**config.mk**
```make
export PLATFORM = sky130hd
export DESIGN_NAME = bcd_conv_arbiter
export DESIGN_NICKNAME = d
export VERILOG_FILES = /design/src/rtl/bcd_conv_arbiter.sv
export SDC_FILE = /design/constraint.sdc
export NUM_CORES = 1
export LEC_CHECK = 0
export ABC_CLOCK_PERIOD_IN_PS = 2150
export BUFFER_PORTS_ARGS = -buffer_cell sky130_fd_sc_hd__buf_2
export CAP_MARGIN = 20
export CORE_AREA = 2 2 66 130
export CTS_CLUSTER_SIZE = 24
export DETAILED_ROUTE_END_ITERATION = 7
export DIE_AREA = 0 0 68 132
export PLACE_DENSITY_LB_ADDON = 0.1
export SYNTH_ARGS = -nofsm -noshare
export SYNTH_HDL_FRONTEND = slang
export SYNTH_SLANG_ARGS = --single-unit
```
**constraint.sdc**
```tcl
create_clock -name clk -period 2.15 [get_ports clk]
set_input_delay 0.3225 -clock clk [delete_from_list [all_inputs] [get_ports clk]]
set_output_delay 0.3225 -clock clk [all_outputs]
set_load 0.005 [all_outputs]
```
**src/rtl/bcd_conv_arbiter.sv**
```systemverilog
// rtl/bcd_conv_arbiter.sv - shared round-robin arbitrated sequential binary-to-BCD converter
//
// Purpose: accepts one of N_REQ requesters round-robin, samples its operand,
// converts it with a one-bit-per-clock shift-and-add-3 loop, then returns the
// packed BCD result tagged with the requester index.
//
// Ports:
//   clk      - system clock, rising edge
//   rst      - asynchronous active-high reset
//   req      - per-requester level request, held until ack
//   bin_flat - operands, requester k at bin_flat[k*WIDTH +: WIDTH]
//   ack      - one-hot one-cycle accept pulse
//   busy     - conversion in progress
//   done     - one-cycle pulse, bcd/done_id valid
//   done_id  - requester index of the result on bcd
//   bcd      - packed BCD result, LS digit in [3:0], held until next done
module bcd_conv_arbiter #(
  parameter int N_REQ  = 3,
  parameter int ID_W   = 2,
  parameter int WIDTH  = 8,
  parameter int DIGITS = 3
) (
  input  logic                     clk,
  input  logic                     rst,
  input  logic [N_REQ-1:0]         req,
  input  logic [N_REQ*WIDTH-1:0]   bin_flat,
  output logic [N_REQ-1:0]         ack,
  output logic                     busy,
  output logic                     done,
  output logic [ID_W-1:0]          done_id,
  output logic [4*DIGITS-1:0]      bcd
);

  localparam int ACC_W = 4 * DIGITS;
  localparam int CNT_W = $clog2(WIDTH + 1);

  typedef enum logic {IDLE, SHIFT} state_t;

  state_t            state;
  logic [ID_W-1:0]   ptr;
  logic [ID_W-1:0]   cur;
  logic [CNT_W-1:0]  count;
  logic [WIDTH-1:0]  sh;
  logic [ACC_W-1:0]  acc;

  logic [ID_W-1:0]   grant;
  logic              found;
  logic [ID_W-1:0]   idx;
  int                pos;
  logic [WIDTH-1:0]  sel_bin;
  logic [ACC_W-1:0]  adj;
  logic [ACC_W-1:0]  acc_next;
  logic [WIDTH-1:0]  sh_next;

  // Round-robin pick: scan from the requester after the last grant, wrapping,
  // so the most recently served requester has lowest priority.
  always_comb begin
    grant = '0;
    found = 1'b0;
    idx   = '0;
    pos   = 0;
    for (int i = 1; i <= N_REQ; i++) begin
      pos = int'(ptr) + i;
      if (pos >= N_REQ) pos = pos - N_REQ;
      idx = ID_W'(pos);
      if (!found && req[idx]) begin
        found = 1'b1;
        grant = idx;
      end
    end
    sel_bin = bin_flat[grant*WIDTH +: WIDTH];
  end

  // Double-dabble step: per-digit add-3 (no inter-digit carry), then shift the
  // operand MSB into the accumulator LSB. The adjusted top bit falls off, which
  // cannot lose information because 10^DIGITS exceeds the operand range.
  always_comb begin
    adj = '0;
    for (int d = 0; d < DIGITS; d++) begin
      if (acc[4*d +: 4] >= 4'd5) adj[4*d +: 4] = acc[4*d +: 4] + 4'd3;
      else                        adj[4*d +: 4] = acc[4*d +: 4];
    end
    acc_next = ACC_W'({adj, sh[WIDTH-1]});
    sh_next  = {sh[WIDTH-2:0], 1'b0};
  end

  always_ff @(posedge clk or posedge rst) begin
    if (rst) begin
      state   <= IDLE;
      ack     <= '0;
      busy    <= 1'b0;
      done    <= 1'b0;
      done_id <= '0;
      bcd     <= '0;
      count   <= '0;
      ptr     <= ID_W'(N_REQ - 1);
      cur     <= '0;
      sh      <= '0;
      acc     <= '0;
    end else begin
      case (state)
        IDLE: begin
          done <= 1'b0;
          ack  <= '0;
          if (found) begin
            sh         <= sel_bin;
            acc        <= '0;
            ack[grant] <= 1'b1;
            ptr        <= grant;
            cur        <= grant;
            count      <= '0;
            busy       <= 1'b1;
            state      <= SHIFT;
          end
        end
        SHIFT: begin
          ack   <= '0;
          acc   <= acc_next;
          sh    <= sh_next;
          count <= count + 1'b1;
          if (count == CNT_W'(WIDTH - 1)) begin
            bcd     <= acc_next;
            done    <= 1'b1;
            done_id <= cur;
            busy    <= 1'b0;
            state   <= IDLE;
          end
        end
        default: state <= IDLE;
      endcase
    end
  end

endmodule

```
==> results of run 1 <==
## cells in the final DEF, fill, tap and decap left out, drive strengths merged, types with 6 or more instances in the layout
cell	n
dfrtp	46
clkbuf	7
mux2	6
a222oi	7
a211oi	10
inv	13
a311oi	8
nor3b	7
nand2	42
a21oi	14
buf	77
ha	11
o21ai	44
## logic make-up (layout without fill, tap and decap cells)
logic type,count (synthesis),in the layout,synth area share
AOI/OAI and AO/OA,99,99,0.2567
and+or+nand+nor,73,73,0.1332
DFF,47,47,0.4352
buffers and inverters,28,98,0.07354
adders and majority gates,11,11,0.05088
muxes,9,9,0.03746
xor gates and xnor gates,4,4,0.01295
## metal layers
| metal | vias to the layer above | global-route usage |
|---|---|---|
| met4 | 0 | 0.06667 |
| li1 | 1134 | - |
| met1 | 1087 | 0.1685 |
| met3 | 11 | 0.02989 |
| met2 | 50 | 0.2934 |
| met5 | - | 0 |
## per-stage QoR
step                      instance area [um^2]  utilization  instances  power (mW)
after CTS                                 3354       0.4223        437       5.578
final                                     3371       0.4244        437       5.540
after floorplan                           2734            -        271       3.762
after global routing                      3371       0.4244        437       6.075
after global placement                    3173       0.3995        429       4.631
after detailed placement                  3173       0.3995        429       4.689
## state kept, by name, summed over array words and instances (netlist names), 2 cells and up
signal	count
acc	12
count	4
ptr	2
bcd	12
sh	8
done_id	2
ack	3
## what timing repair did
item	CTS	global route
pin swaps	1	0
gates resized for setup	7	10
setup endpoints to repair	27	28
## layout make-up
type / count / area [um^2]
Inverter: 13 / 51.30
Clock buffer: 7 / 142.6
Fill cell: 798 / 4572
Tap cell: 96 / 120.1
Multi-Input combinational cell: 196 / 1386
Sequential cell: 47 / 1177
Timing Repair Buffer: 77 / 484.2
Clock inverter: 1 / 8.758
## where the power goes
part,switching [mW],leakage [nW],internal (mW)
clock network,0.330,0.0741,0.465
registers,0.262,0.594,1.28
logic,1.69,0.869,1.51
## worst paths after layout
check	start	to	slack (ns)	cells past startpoint
min in group clk	bin_flat[16]	sh[0]	0.27	3
max in group asynchronous	rst	ptr[1]	1.46	3
min reg2reg	bcd[5]	bcd[5]	0.47	2
max	ptr[1]	sh[6]	-0.03	9
min	rst	bcd[9]	0.06	2
max reg2reg	ptr[1]	sh[6]	-0.03	9
==> impl_metrics.tcl, run 1 <==
set metrics [dict create \
    syn-cell-area_um2 2705 \
    worst_pin_slew_ns 0.5311 \
    wl_met2_um 3702 \
    cp_slowest_cell "dfstp_2" \
    numPortBuffers 47 \
    route.vias.total 2282 \
    grt_pass1_wl_um 11030 \
    dr.pass1.iters 4 \
    die_w_um 68 \
    grt_use_total 0.1602 \
    htree_levels 2 \
    finalCriticalPeriod_ns 2.181 \
    startpoint_type "flip-flop" \
    grt_pass1_vias 2321 \
    core-area_um2 7943 \
    hpwl_um 4950 \
    fin_ws_ns -0.03105 \
    cts.sinks 47 \
    critPathMaxFanout 17 \
    ctsHoldBuffers 0 \
    period_share 1.014 \
    path_clk_slew_ns 0.07 \
    fmaxAchievable_mhz 458.5 \
    cts_buffer_depth 2 \
    totalWireLength_um 6425 \
    violations "negative setup slack" \
    hold_violations 0 \
    rows 46 \
    cts-root-buf "clkbuf_16" \
    drt-met1-wl_um 2349 \
    yosysSeqAreaShare 0.4352 \
    cp_slowest_stage_delay_ns 0.56 \
    avgSynthCellArea_um2 9.982 \
    power.density_nw_per_um2 1644 \
    drv_cap 0 \
    finalSetupViolations 2 \
    synth.largest_area_cell "dfrtp_1" \
    critical_path_class "flip-flop to flip-flop" \
    synth-seq-cells 47 \
    synth.area.top_cells "dfrtp_1 43%, o21ai_0 6.5%, nand2_1 5.8%" \
    initial_core_util 0.3406 \
    rsz0062_at_grt "yes" \
    synth_top_area_share 0.4255 \
    antenna_cells 0 \
    endpoint_kind "flip-flop" \
    cts_setup_buffers 0 \
    status "finished, violations left" \
    min_path_type "primary input to async pin" \
    crit_chain "inv_4, ha_4, buf_4, and3_1, a211oi_2, buf_6, o21ai_0, a311oi_1, o21ai_1" \
    critPathRequiredTime_ns 2.32 \
    maxUsedRoutingLayer "met4" \
    synth.top_cells.by_count "46 x dfrtp_1, 42 x nand2_1, 35 x o21ai_0" \
    async_flop_share 1.000 \
    syn_inst 271 \
    critPathArrivalTime_ns 2.35 \
    syn_nets 311 \
    ys_types 48 \
    drive_above_1_share 0.3314 \
    cpLargestDelayFamily "compound AO/OA/AOI/OAI gates" \
    skew_ns 0.007134 \
    met3WireLength_um 232 \
    place.gp.congestion 0.8093 \
    clk_latency_ns 0.29 \
    maxSlewViolCount 0 \
    vias_per_cell 5.222 \
    final.setup.tns_ns -0.04633 \
    synth_edf_count 0 \
    numCtsBuffers 5 \
    wire_per_inst_um 14.70 \
    nets 380 \
    slew_headroom 0.6454 \
    die_h_um 132 \
    path_buf_inv 3 \
    yosysMostFrequentCell "dfrtp_1" \
    ioPinCount 48 \
    drc 0 \
    syn2layout_area_growth_pct 24.61 \
    place_ws_ns -0.09830 \
    antenna_found_initial 0 \
    cts_tree "yes" \
    drt_first_iter_violations 104 \
    p_leak_nw 1.537 \
    antenna_left 0 \
    grt_max_degree 27 \
    dieArea_um2 8976 \
    holdWs_ns 0.06425 \
    peakVddDrop_mv 1.025 \
    grt_overflow 0 \
    synth_flop_cell "dfrtp_1" \
    ys_warn_count 0 \
]
No activity file was read; power rests on OpenSTA's default activity.
==> inputs of run 2 (changes only) <==
--- a/config.mk
+++ b/config.mk
@@ -9,6 +9,7 @@
 export BUFFER_PORTS_ARGS = -buffer_cell sky130_fd_sc_hd__buf_2
 export CAP_MARGIN = 20
 export CORE_AREA = 2 2 66 130
+export CTS_BUF_LIST = sky130_fd_sc_hd__clkbuf_4
 export CTS_CLUSTER_SIZE = 24
 export DETAILED_ROUTE_END_ITERATION = 7
 export DIE_AREA = 0 0 68 132
==> run 2 against run 1 <==
The run still ends with negative setup slack left; wire length is 3.2% higher; clock skew is 0.0061 ns higher; setup slack worse by 0.044 ns; sequential share of layout area is 0.90 points higher; global-route usage is 0.21 points higher; final cell count is 0.69% higher; critical path type unchanged; highest routed layer unchanged.
==> impl_metrics.tcl, run 2 (synthesized netlist as in run 1, its figures left out) <==
set metrics [dict create \
    status "finished, violations left" \
    violations "negative setup slack" \
    drc 0 \
    fin_ws_ns -0.07472 \
    grt_pass1_vias 2339 \
    cts.sinks 47 \
    grt_overflow 0 \
    p_total_mw 5.182 \
    critPathArrivalTime_ns 2.49 \
    power.density_nw_per_um2 1577 \
    antenna_found_initial 1 \
    rows 46 \
    p_int_mw 2.924 \
    hpwl_um 4950 \
    cts_setup_buffers 0 \
    antenna_left 0 \
    switching_power_mw 2.258 \
    drt_first_iter_violations 90 \
    place.gp.congestion 0.8093 \
    period_share 1.035 \
    dr.pass1.iters 4 \
    die_h_um 132 \
    slew_headroom 0.6488 \
    power.share.sequential 0.296 \
    final_common_cell "buf_2" \
    swShare 0.4357 \
    p_leak_nw 1.501 \
    layout_common_cells "47 x buf_2, 46 x dfrtp_1, 42 x nand2_1" \
    grt_pass1_wl_um 11160 \
    fmaxAchievable_mhz 449.5 \
    startpoint_type "flip-flop" \
    vias_per_cell 5.218 \
    clockPowerShare 0.083 \
    critPathMaxFanout 17 \
    place_area_um2 3173 \
    grt_use_total 0.1623 \
    hold_violations 0 \
    endpoint_kind "flip-flop" \
    skew_ns 0.01325 \
    numCtsBuffers 5 \
    worst_pin_slew_ns 0.5260 \
    cts-root-buf "clkbuf_4" \
    peakVddDrop_mv 1.001 \
    numPortBuffers 47 \
    core-area_um2 7943 \
    cts_buffer_depth 2 \
    totalWireLength_um 6633 \
    grt_max_degree 27 \
    critPathRequiredTime_ns 2.41 \
    cts_tree "yes" \
    dieArea_um2 8976 \
    final_cell_area_um2 3286 \
    drive_above_1_share 0.3294 \
    path_clk_slew_ns 0.14 \
    die_w_um 68 \
    finalCriticalPeriod_ns 2.225 \
    min_path_type "primary input to flip-flop" \
    htree_levels 2 \
    drv_cap 0 \
    ioPinCount 48 \
    syn2layout_area_growth_pct 21.46 \
    route.vias.total 2296 \
    top_regs "acc x12, bcd x12, sh x8" \
    rsz0062_at_grt "yes" \
    p_comb_frac 0.621 \
    finalSetupViolations 3 \
    critical_path_class "flip-flop to flip-flop" \
    initial_core_util 0.3406 \
    wire_per_inst_um 15.08 \
    nets 382 \
    clk_latency_ns 0.37 \
    maxSlewViolCount 0 \
]
[run 2: final timing paths]
path,start,to,slack [ns],depth (start not counted)
worst max-delay path,ptr[1],sh[6],-0.07,9
worst min-delay path,bin_flat[16],sh[0],0.18,3
worst max register to register,ptr[1],sh[6],-0.07,9
worst min register to register,bcd[5],bcd[5],0.49,2
max in group asynchronous,rst,ptr[1],1.01,4
min in group asynchronous,rst,bcd[8],0.52,3
[run 2: area by class of cell]
cell class / count / area (um^2)
fillers: 817 / 4657
repair buffers: 78 / 490.5
flip-flops and latches: 47 / 1177
multi-input cells: 197 / 1389
inverters: 13 / 48.80
well taps: 96 / 120.1
diodes: 1 / 2.502
clock inverters: 2 / 12.51
clock buffers: 6 / 45.04
[run 2: worst max-delay path, cell delays in order (launching register included)]
cell and delay, ns:
dfstp_2 0.56, inv_2 0.06, ha_4 0.26, buf_4 0.16, and3_1 0.15, a211oi_2 0.23
buf_6 0.19, o21ai_0 0.10, a311oi_1 0.30, o21ai_1 0.10
[run 2: timing repair]
item / CTS / global route
resized for setup: 7 / 2
endpoints found under the setup margin: 27 / 29
cloned: 1 / 0
pin swaps: 1 / 1
hold endpoints to repair: 24 / 0
hold buffers: 1 / 0
[run 2: layer usage]
layer  routed length (um)  share of wire  up-vias  global-route usage
met3                  221          0.033        8             0.02733
met1                 2452           0.37     1095              0.1682
met2                 3871           0.58       51              0.3020
met4                   87          0.013        0             0.06667
met5                    0              0        -                   0
li1                     -              -     1142                   -
[run 2: through the flow]
| step | instances | setup TNS [ns] | hold slack [ns] | setup slack (ns) | util |
|---|---|---|---|---|---|
| after CTS | 439 | -0.2307 | 0.1513 | -0.04488 | 0.4119 |
| final | 440 | -0.1088 | 0.1753 | -0.07472 | 0.4137 |
| after floorplan | 271 | -1.009 | 0.4603 | -0.1262 | - |
| after global routing | 440 | -1.862 | 0.1604 | -0.1275 | 0.4137 |
| after detailed placement | 429 | -0.9106 | 0.3993 | -0.09830 | 0.3995 |
| after global placement | 429 | -0.3770 | 0.3966 | -0.06126 | 0.3995 |
[run 2: power groups by stage]
| stage | clock network [mW] | registers [mW] | logic (mW) |
|---|---|---|---|
| after floorplan | 0 | 1.52 | 2.24 |
| after global placement | 0 | 1.55 | 3.08 |
| after detailed placement | 0 | 1.56 | 3.13 |
| after CTS | 0.460 | 1.54 | 3.23 |
| after global routing | 0.481 | 1.59 | 3.63 |
| final | 0.431 | 1.53 | 3.22 |
==> inputs of run 3 (changes only) <==
--- a/config.mk
+++ b/config.mk
@@ -8,6 +8,8 @@
 export ABC_CLOCK_PERIOD_IN_PS = 2150
 export BUFFER_PORTS_ARGS = -buffer_cell sky130_fd_sc_hd__buf_2
 export CAP_MARGIN = 20
+export CELL_PAD_IN_SITES_DETAIL_PLACEMENT = 0
+export CELL_PAD_IN_SITES_GLOBAL_PLACEMENT = 1
 export CORE_AREA = 2 2 66 130
 export CTS_BUF_LIST = sky130_fd_sc_hd__clkbuf_4
 export CTS_CLUSTER_SIZE = 24
==> run 3 against run 2 <==
The run still ends with negative setup slack left; total power increased by 1.9%; clock skew is 0.0033 ns higher; sequential cell count unchanged; register-to-register slack better by 0.06 ns; non-clock buffer count decreased by 4; highest routed layer unchanged.
==> impl_metrics.tcl, run 3 (synthesized netlist as in run 1, its figures left out) <==
set metrics [dict create \
    p_total_mw 5.280 \
    drive_above_1_share 0.3333 \
    fmaxAchievable_mhz 462.0 \
    die_w_um 68 \
    p_comb_frac 0.606 \
    cts.sinks 47 \
    drt_first_iter_violations 103 \
    regArea_um2 1177 \
    core-area_um2 7943 \
    antenna_found_initial 1 \
    grt_max_degree 48 \
    nets 378 \
    totalWireLength_um 6663 \
    hold_violations 0 \
    rows 46 \
    startpoint_type "flip-flop" \
    worst_pin_slew_ns 0.6003 \
    met3WireLength_um 164 \
    critPathRequiredTime_ns 2.46 \
    wl_met2_um 3801 \
    multi_input_area_um2 1386 \
    crit_chain "inv_2, ha_4, or3b_4, o21ai_4, a211oi_2, a221o_2, o21ai_0" \
    critical_path_class "flip-flop to flip-flop" \
    cts_tree "yes" \
    maxUsedRoutingLayer "met4" \
    final_cell_area_um2 3284 \
    wire_per_inst_um 15.28 \
    place_inst 426 \
    place_area_um2 3163 \
    power.share.sequential 0.290 \
    dr.pass1.iters 4 \
    grt_pass1_vias 2359 \
    layout_common_cells "47 x buf_2, 46 x dfrtp_1, 42 x nand2_1" \
    hpwl_um 4864 \
    die_h_um 132 \
    antenna_left 0 \
    min_path_type "primary input to async pin" \
    numCtsBuffers 5 \
    final_util 0.4135 \
    finalSetupViolations 3 \
    fillerInstances 835 \
    critPathMaxFanout 6 \
    clk_latency_ns 0.38 \
    fin_ws_ns -0.01464 \
    p_leak_nw 1.497 \
    peakVddDrop_mv 0.8221 \
    place.gp.congestion 0.7841 \
    skew_ns 0.01651 \
    dieArea_um2 8976 \
    finalCriticalPeriod_ns 2.165 \
    ctsHoldBuffers 0 \
    cp_slowest_cell "dfstp_2" \
    switching_power_mw 2.244 \
    path_clk_slew_ns 0.13 \
    cts_buffer_depth 2 \
    initial_core_util 0.3406 \
    htree_levels 2 \
    status "finished, violations left" \
    violations "negative setup slack" \
    fin_cells 436 \
    numPortBuffers 47 \
    period_share 1.007 \
    swShare 0.4250 \
    grt_overflow 0 \
    grt_pass1_wl_um 11250 \
    drt-met1-wl_um 2502 \
    final_common_cell "buf_2" \
    drc 0 \
    vias_per_cell 5.229 \
    power.density_nw_per_um2 1608 \
    p_int_mw 3.036 \
    grt_use_total 0.1649 \
    clockPowerShare 0.104 \
    rsz0062_at_grt "yes" \
    top_regs "acc x12, bcd x12, sh x8" \
    drv_cap 0 \
    maxSlewViolCount 0 \
    cp_slowest_stage_delay_ns 0.56 \
    critPathArrivalTime_ns 2.47 \
    ioPinCount 48 \
    slew_headroom 0.5998 \
    syn2layout_area_growth_pct 21.42 \
    endpoint_kind "flip-flop" \
    cts_setup_buffers 0 \
    route.vias.total 2280 \
    cts-root-buf "clkbuf_4" \
]
==> run 3: power groups by stage <==
stage | logic (mW) | clock network (mW) | registers [mW]
5_1_grt | 3.59 | 0.615 | 1.59
2_1_floorplan | 2.24 | 0 | 1.52
4_1_cts | 3.21 | 0.575 | 1.54
3_3_place_gp | 3.11 | 0 | 1.54
6_report | 3.20 | 0.550 | 1.53
3_5_place_dp | 3.15 | 0 | 1.56
==> run 3: routing by layer <==
| metal | track usage | vias up |
|---|---|---|
| met2 | 0.2961 | 37 |
| met3 | 0.02135 | 10 |
| met5 | 0 | - |
| met4 | 0.08333 | 0 |
| met1 | 0.1782 | 1104 |
| li1 | - | 1129 |
==> run 3: critical path: cells and delay by family, from the launching register on <==
family,cells,cell delay [ns]
buffers and inverters,1,0.06
adders and majority gates,1,0.24
DFF,1,0.56
AOI/OAI and AO/OA,4,0.84
and+or+nand+nor,1,0.39
==> run 3: stage by stage <==
step	setup WS, ns	TNS (ns)	hold slack (ns)
finish	-0.01464	-0.02904	0.07080
global route	-0.1330	-2.295	0.1136
CTS	-0.06242	-0.3794	0.09131
detailed placement	-0.08689	-0.6603	0.4647
global placement	-0.05308	-0.3172	0.4569
floorplan	-0.1262	-1.009	0.4603
==> run 3: worst paths after layout <==
kind                            slack, ns         start  endpoint  cells past startpoint
worst min-delay path                 0.07           rst    bcd[1]                      3
worst max-delay path                -0.01        ptr[1]     sh[7]                      7
max in group asynchronous            1.66           rst      done                      3
worst max register to register      -0.01        ptr[1]     sh[7]                      7
min in group clk                     0.18  bin_flat[16]     sh[0]                      3
worst min register to register       0.49        bcd[4]    bcd[4]                      2
==> run 3: area by class of cell <==
type,instances,area share
Clock inverter,1,0.009143
Sequential cell,47,0.3585
Tap cell,96,0.03657
Clock buffer,7,0.01600
Timing Repair Buffer,74,0.1421
Multi-Input combinational cell,197,0.4221
Antenna cell,1,0.0007619
Inverter,13,0.01486
==> run 3: timing repair <==
action / 4_1_cts / 5_1_grt
endpoints found under the setup margin: 27 / 30
endpoints found under the hold margin: 0 / 0
pin swaps: 2 / 4
gates cloned: 1 / 0
gates resized for setup: 3 / 6
